[config.mk]
export PLATFORM = sky130hd
export DESIGN_NAME = keyboard_event_arbiter_flat
export DESIGN_NICKNAME = d
export VERILOG_FILES = /design/src/rtl/keyboard_event_arbiter_if.sv /design/src/rtl/keyboard_event_arbiter.sv /design/src/flat_wrapper.sv
export SDC_FILE = /design/constraint.sdc
export NUM_CORES = 1
export LEC_CHECK = 0
export BUFFER_PORTS_ARGS = -buffer_cell sky130_fd_sc_hd__buf_2
export CAP_MARGIN = 25
export CORE_MARGIN = 2
export CORE_UTILIZATION = 50
export DETAILED_ROUTE_END_ITERATION = 8
export PLACE_DENSITY = 0.81
export RECOVER_POWER = 25
export SKIP_LAST_GASP = 1
export SLEW_MARGIN = 30
export SYNTH_ARGS = -nofsm -noshare
export SYNTH_HDL_FRONTEND = slang
export SYNTH_SLANG_ARGS = --single-unit
export TNS_END_PERCENT = 5
[constraint.sdc]
create_clock -name clk -period 4 [get_ports clk]
set_input_delay 0.2 -clock clk [delete_from_list [all_inputs] [get_ports clk]]
set_output_delay 0.2 -clock clk [all_outputs]
set_load 0.03 [all_outputs]
[src/rtl/keyboard_event_arbiter_if.sv]
// Keyboard event port shared between three event sources and the keyboard FIFO.
// The arbiter uses the slave modport; whoever drives the sources uses master.
interface keyboard_event_arbiter_if;
    logic [0:2]  req_valid;
    logic [0:20] req_keycode;
    logic [0:11] req_shift;
    logic [0:2]  req_ready;
    logic        fifo_pop;
    logic        keypress;
    logic [0:6]  keycode;
    logic [0:3]  shift_state;
    logic [0:3]  fifo_used;

    modport slave (
        input  req_valid, req_keycode, req_shift, fifo_pop,
        output req_ready, keypress, keycode, shift_state, fifo_used
    );

    modport master (
        output req_valid, req_keycode, req_shift, fifo_pop,
        input  req_ready, keypress, keycode, shift_state, fifo_used
    );
endinterface

[src/rtl/keyboard_event_arbiter.sv]
// Round-robin arbiter for three keyboard event sources feeding one FIFO port,
// with credit tracking against FIFO occupancy and a programmable inter-event gap.
module keyboard_event_arbiter #(
    parameter int unsigned FIFO_DEPTH = 8,
    parameter int unsigned MIN_GAP    = 0
) (
    input  logic                     clk,
    input  logic                     reset,
    keyboard_event_arbiter_if.slave  bus
);

    localparam logic [4:0] DEPTH_C = 5'(FIFO_DEPTH);
    localparam logic [3:0] GAP_C   = 4'(MIN_GAP);

    logic [3:0] used_q, used_d;
    logic [3:0] gap_q, gap_d;
    logic [1:0] last_q, last_d;
    logic       kp_q, kp_d;
    logic [6:0] kc_q, kc_d;
    logic [3:0] sh_q, sh_d;

    logic       grant_ok_s;
    logic       gnt_vld_s;
    logic [1:0] gnt_idx_s;
    logic [1:0] p0_s, p1_s, p2_s;
    logic [0:2] ready_s;
    logic [6:0] kc_sel_s;
    logic [3:0] sh_sel_s;

    // Round-robin search order starting just after the last granted source.
    always_comb begin
        p0_s = 2'd0;
        p1_s = 2'd1;
        p2_s = 2'd2;
        case (last_q)
            2'd0: begin p0_s = 2'd1; p1_s = 2'd2; p2_s = 2'd0; end
            2'd1: begin p0_s = 2'd2; p1_s = 2'd0; p2_s = 2'd1; end
            default: begin p0_s = 2'd0; p1_s = 2'd1; p2_s = 2'd2; end
        endcase
    end

    // Grant selection; the in-flight keypress counts as an occupied entry.
    always_comb begin
        gnt_vld_s  = 1'b0;
        gnt_idx_s  = 2'd0;
        ready_s    = 3'b000;
        grant_ok_s = !reset && (gap_q == 4'd0) &&
                     (({1'b0, used_q} + {4'd0, kp_q}) < DEPTH_C);
        if (grant_ok_s) begin
            if (bus.req_valid[p0_s]) begin
                gnt_vld_s = 1'b1;
                gnt_idx_s = p0_s;
            end else if (bus.req_valid[p1_s]) begin
                gnt_vld_s = 1'b1;
                gnt_idx_s = p1_s;
            end else if (bus.req_valid[p2_s]) begin
                gnt_vld_s = 1'b1;
                gnt_idx_s = p2_s;
            end else begin
                gnt_vld_s = 1'b0;
            end
        end else begin
            gnt_vld_s = 1'b0;
        end
        if (gnt_vld_s) begin
            ready_s[gnt_idx_s] = 1'b1;
        end else begin
            ready_s = 3'b000;
        end
    end

    // Field mux for the granted source.
    always_comb begin
        kc_sel_s = bus.req_keycode[0:6];
        sh_sel_s = bus.req_shift[0:3];
        case (gnt_idx_s)
            2'd0: begin kc_sel_s = bus.req_keycode[0:6];   sh_sel_s = bus.req_shift[0:3];  end
            2'd1: begin kc_sel_s = bus.req_keycode[7:13];  sh_sel_s = bus.req_shift[4:7];  end
            default: begin kc_sel_s = bus.req_keycode[14:20]; sh_sel_s = bus.req_shift[8:11]; end
        endcase
    end

    // Next-state for event outputs, gap pacing and round-robin pointer.
    always_comb begin
        kp_d   = 1'b0;
        kc_d   = kc_q;
        sh_d   = sh_q;
        last_d = last_q;
        gap_d  = gap_q;
        if (gnt_vld_s) begin
            kp_d   = 1'b1;
            kc_d   = kc_sel_s;
            sh_d   = sh_sel_s;
            last_d = gnt_idx_s;
            gap_d  = GAP_C;
        end else if (gap_q != 4'd0) begin
            gap_d = gap_q - 4'd1;
        end else begin
            gap_d = gap_q;
        end
    end

    // Occupancy credit: a pop on an empty FIFO is ignored.
    always_comb begin
        used_d = used_q;
        case ({kp_q, bus.fifo_pop})
            2'b10: used_d = used_q + 4'd1;
            2'b01: begin
                if (used_q != 4'd0) begin
                    used_d = used_q - 4'd1;
                end else begin
                    used_d = used_q;
                end
            end
            2'b11: begin
                if (used_q == 4'd0) begin
                    used_d = 4'd1;
                end else begin
                    used_d = used_q;
                end
            end
            default: used_d = used_q;
        endcase
    end

    // State registers; last resets to 2 so source 0 wins first.
    always_ff @(posedge clk or posedge reset) begin
        if (reset) begin
            used_q <= 4'd0;
            gap_q  <= 4'd0;
            last_q <= 2'd2;
            kp_q   <= 1'b0;
            kc_q   <= 7'd0;
            sh_q   <= 4'd0;
        end else begin
            used_q <= used_d;
            gap_q  <= gap_d;
            last_q <= last_d;
            kp_q   <= kp_d;
            kc_q   <= kc_d;
            sh_q   <= sh_d;
        end
    end

    assign bus.req_ready   = ready_s;
    assign bus.keypress    = kp_q;
    assign bus.keycode     = kc_q;
    assign bus.shift_state = sh_q;
    assign bus.fifo_used   = used_q;

endmodule

[src/flat_wrapper.sv]
// flat-port wrapper written by rule: the top's interface ports become plain ports
module keyboard_event_arbiter_flat 
#(
    parameter int unsigned FIFO_DEPTH = 8,
    parameter int unsigned MIN_GAP    = 0
)
  (clk, reset, bus_req_valid, bus_req_keycode, bus_req_shift, bus_fifo_pop, bus_req_ready, bus_keypress, bus_keycode, bus_shift_state, bus_fifo_used);
  keyboard_event_arbiter_if bus_i ();
  input  logic clk;
  input  logic reset;
  input wire logic [$bits(bus_i.req_valid)-1:0] bus_req_valid;
  input wire logic [$bits(bus_i.req_keycode)-1:0] bus_req_keycode;
  input wire logic [$bits(bus_i.req_shift)-1:0] bus_req_shift;
  input wire logic [$bits(bus_i.fifo_pop)-1:0] bus_fifo_pop;
  output wire logic [$bits(bus_i.req_ready)-1:0] bus_req_ready;
  output wire logic [$bits(bus_i.keypress)-1:0] bus_keypress;
  output wire logic [$bits(bus_i.keycode)-1:0] bus_keycode;
  output wire logic [$bits(bus_i.shift_state)-1:0] bus_shift_state;
  output wire logic [$bits(bus_i.fifo_used)-1:0] bus_fifo_used;
  assign bus_i.req_valid = bus_req_valid;
  assign bus_i.req_keycode = bus_req_keycode;
  assign bus_i.req_shift = bus_req_shift;
  assign bus_i.fifo_pop = bus_fifo_pop;
  assign bus_req_ready = bus_i.req_ready;
  assign bus_keypress = bus_i.keypress;
  assign bus_keycode = bus_i.keycode;
  assign bus_shift_state = bus_i.shift_state;
  assign bus_fifo_used = bus_i.fifo_used;
  keyboard_event_arbiter #(.FIFO_DEPTH(FIFO_DEPTH), .MIN_GAP(MIN_GAP)) u_core (.clk(clk), .reset(reset), .bus(bus_i));
endmodule
Word level (Yosys, flattened, before mapping)
Index checks and enable logic that the tools add are counted.

Add/subtract/negate cells: 4. Magnitude comparators: 6. Eq/ne operators: 7. Multiplexer cells: 31. Bitwise logic cells: 4. Reductions and logical operators: 13.

Operator list (number): $mux W4 (4); $pmux W7 S2 (1); $ge A3 B3 Y1 const B (4); $mux W1 (12); $not A2 Y3 (4); $pmux W2 S2 (3); $pmux W4 S3 (1); $logic_not A4 Y1 (2); $mux W2 (4); $pmux W4 S2 (1); $reduce_bool A4 Y1 (2); $sub A4 B1 Y4 const B (2); $bmux W1 S2 (3); $eq A2 B1 Y1 const B (3); $add A4 B1 Y5 (1); $lt A5 B4 Y1 const B (1); $add A4 B1 Y4 const B (1); $eq A2 B2 Y1 const B (2); $logic_not A2 Y1 (2); $ne A2 B1 Y1 const B (2); $logic_and A1 B1 Y1 (3); $lt A3 B1 Y1 const B (1); $mux W3 (1); $reduce_and A3 Y1 (1); other kinds (4) (4).

Register bits after elaboration: 22. Output and inout bits: 19. Logic and storage cells: 71.

Depth between registers and ports, before layout
Depth in word-level cells: 16. Gate-level depth with buffers: 9. Depth with buffers taken out: 7.

Worst setup path before layout
No wires, ideal clock.

Kind: register to output. From: reg u_core.gap_q[0]. To: out bus_req_ready[0]. Arrival: 2.201 ns. Required time: 3.800 ns. Setup slack: 1.599 ns. Cell stages (with the launch flop): 9. Buffers on the path: 3. Cells stage by stage: dfrtp_1 > inv_1 > ha_1 > or3b_1 > buf_2 > or4_1 > buf_2 > buf_6 > nor2_1.

Cells in the longest elaborated chain, start to end: 10. Elaborated cells between the ends (all ways): 12. Those cells by class: 2 x order compare; 5 x mux; 1 x bitwise; 4 x reduce/logical.

Ends and longest elaborated chain: from (decl) (RTL line keyboard_event_arbiter.sv:16) `logic [3:0] gap_q, gap_d;`; from (signal assigned) (RTL line keyboard_event_arbiter.sv:137) `gap_q <= gap_d;`; $logic_not A4 Y1 (*) (RTL line keyboard_event_arbiter.sv:47) `grant_ok_s = !reset && (gap_q == 4'd0) &&`; $logic_and A1 B1 Y1 (*) (2 in series) (RTL line keyboard_event_arbiter.sv:47); $mux W2 (RTL line keyboard_event_arbiter.sv:49) `if (grant_ok_s) begin`; $not A2 Y3 (implied by the code) (RTL line keyboard_event_arbiter.sv:66) `ready_s[gnt_idx_s] = 1'b1;`; $ge A3 B3 Y1 (implied by the code) / $lt A3 B1 Y1 (equally long branches) (RTL line keyboard_event_arbiter.sv:66); $logic_and A1 B1 Y1 (implied by the code) (RTL line keyboard_event_arbiter.sv:66); $mux W1 (implied by the code) (RTL line keyboard_event_arbiter.sv:66); $demux W1 S2 (RTL line keyboard_event_arbiter.sv:66); $mux W3 (*) (RTL line keyboard_event_arbiter.sv:65) `if (gnt_vld_s) begin`; to (decl) (RTL line flat_wrapper.sv:15) `output wire logic [$bits(bus_i.req_ready)-1:0] bus_req_ready;`.

Every way passes the cells marked *; elsewhere a longest branch is shown, timed or not.

Worst setup path in the final report
From: reg u_core.gap_q[0]. To: out bus_req_ready[1].

Same word-level chain as after synthesis.

==> impl_metrics.toml <==
[global_routing]
grt_pass1_vias = 1219
grt_usage_pct = 21.8
antenna_found_initial = 0
grt_start_max_net_pins = 23
grt.overflow.total = 0
grt_pass1_wl_mm = 5.41

[layout]
final_common_cell = "buf_2"
layout.nets = 230
stdcell_count = 216
antennaDiodeCount = 0
regArea_sq_um = 552
fin_util_pct = 67.3
fillers = 191
drive_gt1_share_pct = 40.3
multiInputGateArea_sq_um = 712
final_cell_mix = "56 x buf_2, 21 x dfrtp_1, 18 x nor2_1"
area_growth_pct = 26.1

[timing]
finalHoldViolations = 0
period_needed_ns = 2.97
relSlewSlack_pct = 43.8
period_share_pct = 74.3
clock-skew-final_ns = 0.0115
fin_tns_setup_ns = 0
setup_viol = 0
final_max_slew_viol_count = 0
max_freq_mhz = 337
worst_slew_pin_slew_ns = 0.842
grt_setup_unrepaired = "false"

[logic_synthesis]
syn_inst = 133
ys_types = 37
syn_nets = 176
ys_seq_area_share_pct = 41.3
netlist_area_sq_um = 1340
synth-seq-cells = 22
synth_top_area_cell = "dfrtp_1"
synth_area_leaders = "dfrtp_1 39%, o31ai_2 7.5%, a32oi_1 7.2%"
syn_avg_cell_area_sq_um = 10.0
ys_warn_count = 0
synth_top_area_share_pct = 39.4

[critical_path]
worst_setup_path_start_kind = "register"
reg2reg_setup_slack_ns = 1.40
cpMaxStageDelayCell = "or4_1"
crit_buf_inv = 2
startpoint = "u_core.gap_q[0]"
cp_cell_sequence = "inv_1 -> ha_1 -> or3b_1 -> or4_1 -> nor2b_1 -> buf_2"
end_kind = "output pin"
criticalPathCategory = "register to output pin"
r2r_cells = 6
rr_endpoint = "u_core.bus.keycode[1]"
crit_end = "bus_req_ready[1]"
max_stage_delay_ns = 0.75
cpLargestDelayFamily = "simple AND/OR/NAND/NOR gates"
path_depth = 6
r2r-start = "u_core.gap_q[0]"
cp.arrival_ns = 2.77
critPathRequiredTime_ns = 3.80
worstPathMaxFanout = 14

[detailed_routing]
drtPass1Iterations = 4
dr.first_iter.drc_count = 30
vias = 1261
wire_per_inst_um = 15.1
avgViaCountPerCell = 5.84
drc = 0
wl_mm = 3.27
ant_nets = 0

[power]
peakVddDrop_mv = 0.453
p_leak_nw = 0.784
power_density_nw_per_um2 = 742

[die]
row_count = 18
die_area_sq_um = 3100
fp.coreArea_sq_um = 2500
dieHeight_um = 55.7
num_io_pins = 58
die_w_um = 55.7
start_util_pct = 53.4

[clock_tree]
cts_buffers = 3
max-clock-path-buffers = 2
clockRootBuffer = "clkbuf_4"
path_clk_slew_ns = 0.14
cts_htree_levels = 1
ctsHoldBuffers = 0
cts_tree = "built"
postCtsSetupBuffers = 0
cts_sinks = 22
clkLatencyLatePin_ns = 0.32
ctsResizeCount = 0

[place]
dp_hpwl_mm = 2.51
gp_congestion = 0.870
portBuffers = 57
dp_cells = 212

[outcome]
outcome = "complete, no violations"

[worst_hold_path]
min_path_type = "input pin to async pin"

[flow_run]
cap_violations = 0
==> worst reg2reg max path: cells and delay by family, from the launching register on <==
kind	cells	cell delay, ns
buffers and inverters	1	0.10
AND/OR/NAND/NOR	2	1.24
AO/OA/AOI/OAI	2	0.51
flip-flops	1	0.43
adder cells (fa/ha/maj)	1	0.20
==> logic make-up after synthesis <==
logic type	synth area share [%]
compound gates	30.9
xor+xnor	1.97
flops	41.3
simple gates	13.1
fa+ha+maj	4.31
mux	2.34
buf+inv	6.00
==> through the flow <==
step                      setup slack, ns  total power, W  hold slack [ns]  area (sq um)
final                                1.03         0.00125           0.0438          1680
after global placement               1.54         0.00105            0.419          1620
after floorplan                      1.60        0.000899            0.188          1340
after global routing                0.898         0.00133            0.122          1680
after CTS                            1.06         0.00125           0.0665          1680
after detailed placement             1.44         0.00107            0.433          1620
==> layer usage <==
layer  vias up  share of wire [%]  GRT usage, %
met1       606                 45          28.8
met4         0               0.77          6.27
met5         -                  0             0
met2        40                 49          36.9
li1        611                  -             -
met3         4                4.4          3.26
==> registers in the layout (all words and copies together) (netlist names) <==
register,cells
u_core.bus.fifo_used,4
u_core.bus.keycode,7
u_core.bus.keypress,1
u_core.bus.shift_state,4
u_core.gap_q,4
u_core.last_q,2
==> how the worst min path moves through the flow <==
stage | startpoint | to
after floorplan | reset | u_core.bus.fifo_used[0]
after global placement | reset | u_core.bus.fifo_used[0]
after detailed placement | reset | u_core.bus.fifo_used[0]
after CTS | reset | u_core.gap_q[2]
after global routing | bus_req_keycode[18] | u_core.bus.keycode[2]
final | reset | u_core.gap_q[2]
==> cell usage after synthesis <==
cell type,instances
a211oi_1,1
a21boi_0,1
a21o_1,2
a21oi_1,2
a22o_1,3
a31oi_1,11
a32o_1,1
a32oi_1,11
and4_1,1
buf_2,4
buf_6,1
clkbuf_1,5
dfrtp_1,21
dfstp_2,1
fa_1,1
ha_1,3
inv_1,8
mux2_2,1
mux2i_1,2
nand2_1,1
nand2b_1,2
nand3_1,2
nor2_1,19
nor2b_1,3
nor3_1,2
nor4b_4,1
o21a_1,1
o21ai_0,1
o21bai_1,2
o22ai_1,2
o31ai_1,3
o31ai_2,8
o41ai_1,1
or3b_1,1
or4_1,1
xnor2_1,2
xor2_1,1
==> cell type report <==
| class | count | share of cell area [%] |
|---|---|---|
| clock inverters | 1 | 1.78 |
| multi-input cells | 93 | 42.3 |
| inverters | 8 | 1.78 |
| flip-flops and latches | 22 | 32.8 |
| clock buffers | 3 | 1.34 |
| well taps | 30 | 2.23 |
| repair buffers | 59 | 17.8 |
==> where the power goes <==
part           internal, W  switching [W]
combinational     0.000244       0.000412
clock             0.000101      0.0000732
sequential        0.000332      0.0000863
Note: power is estimated with default switching activity, not from simulation.
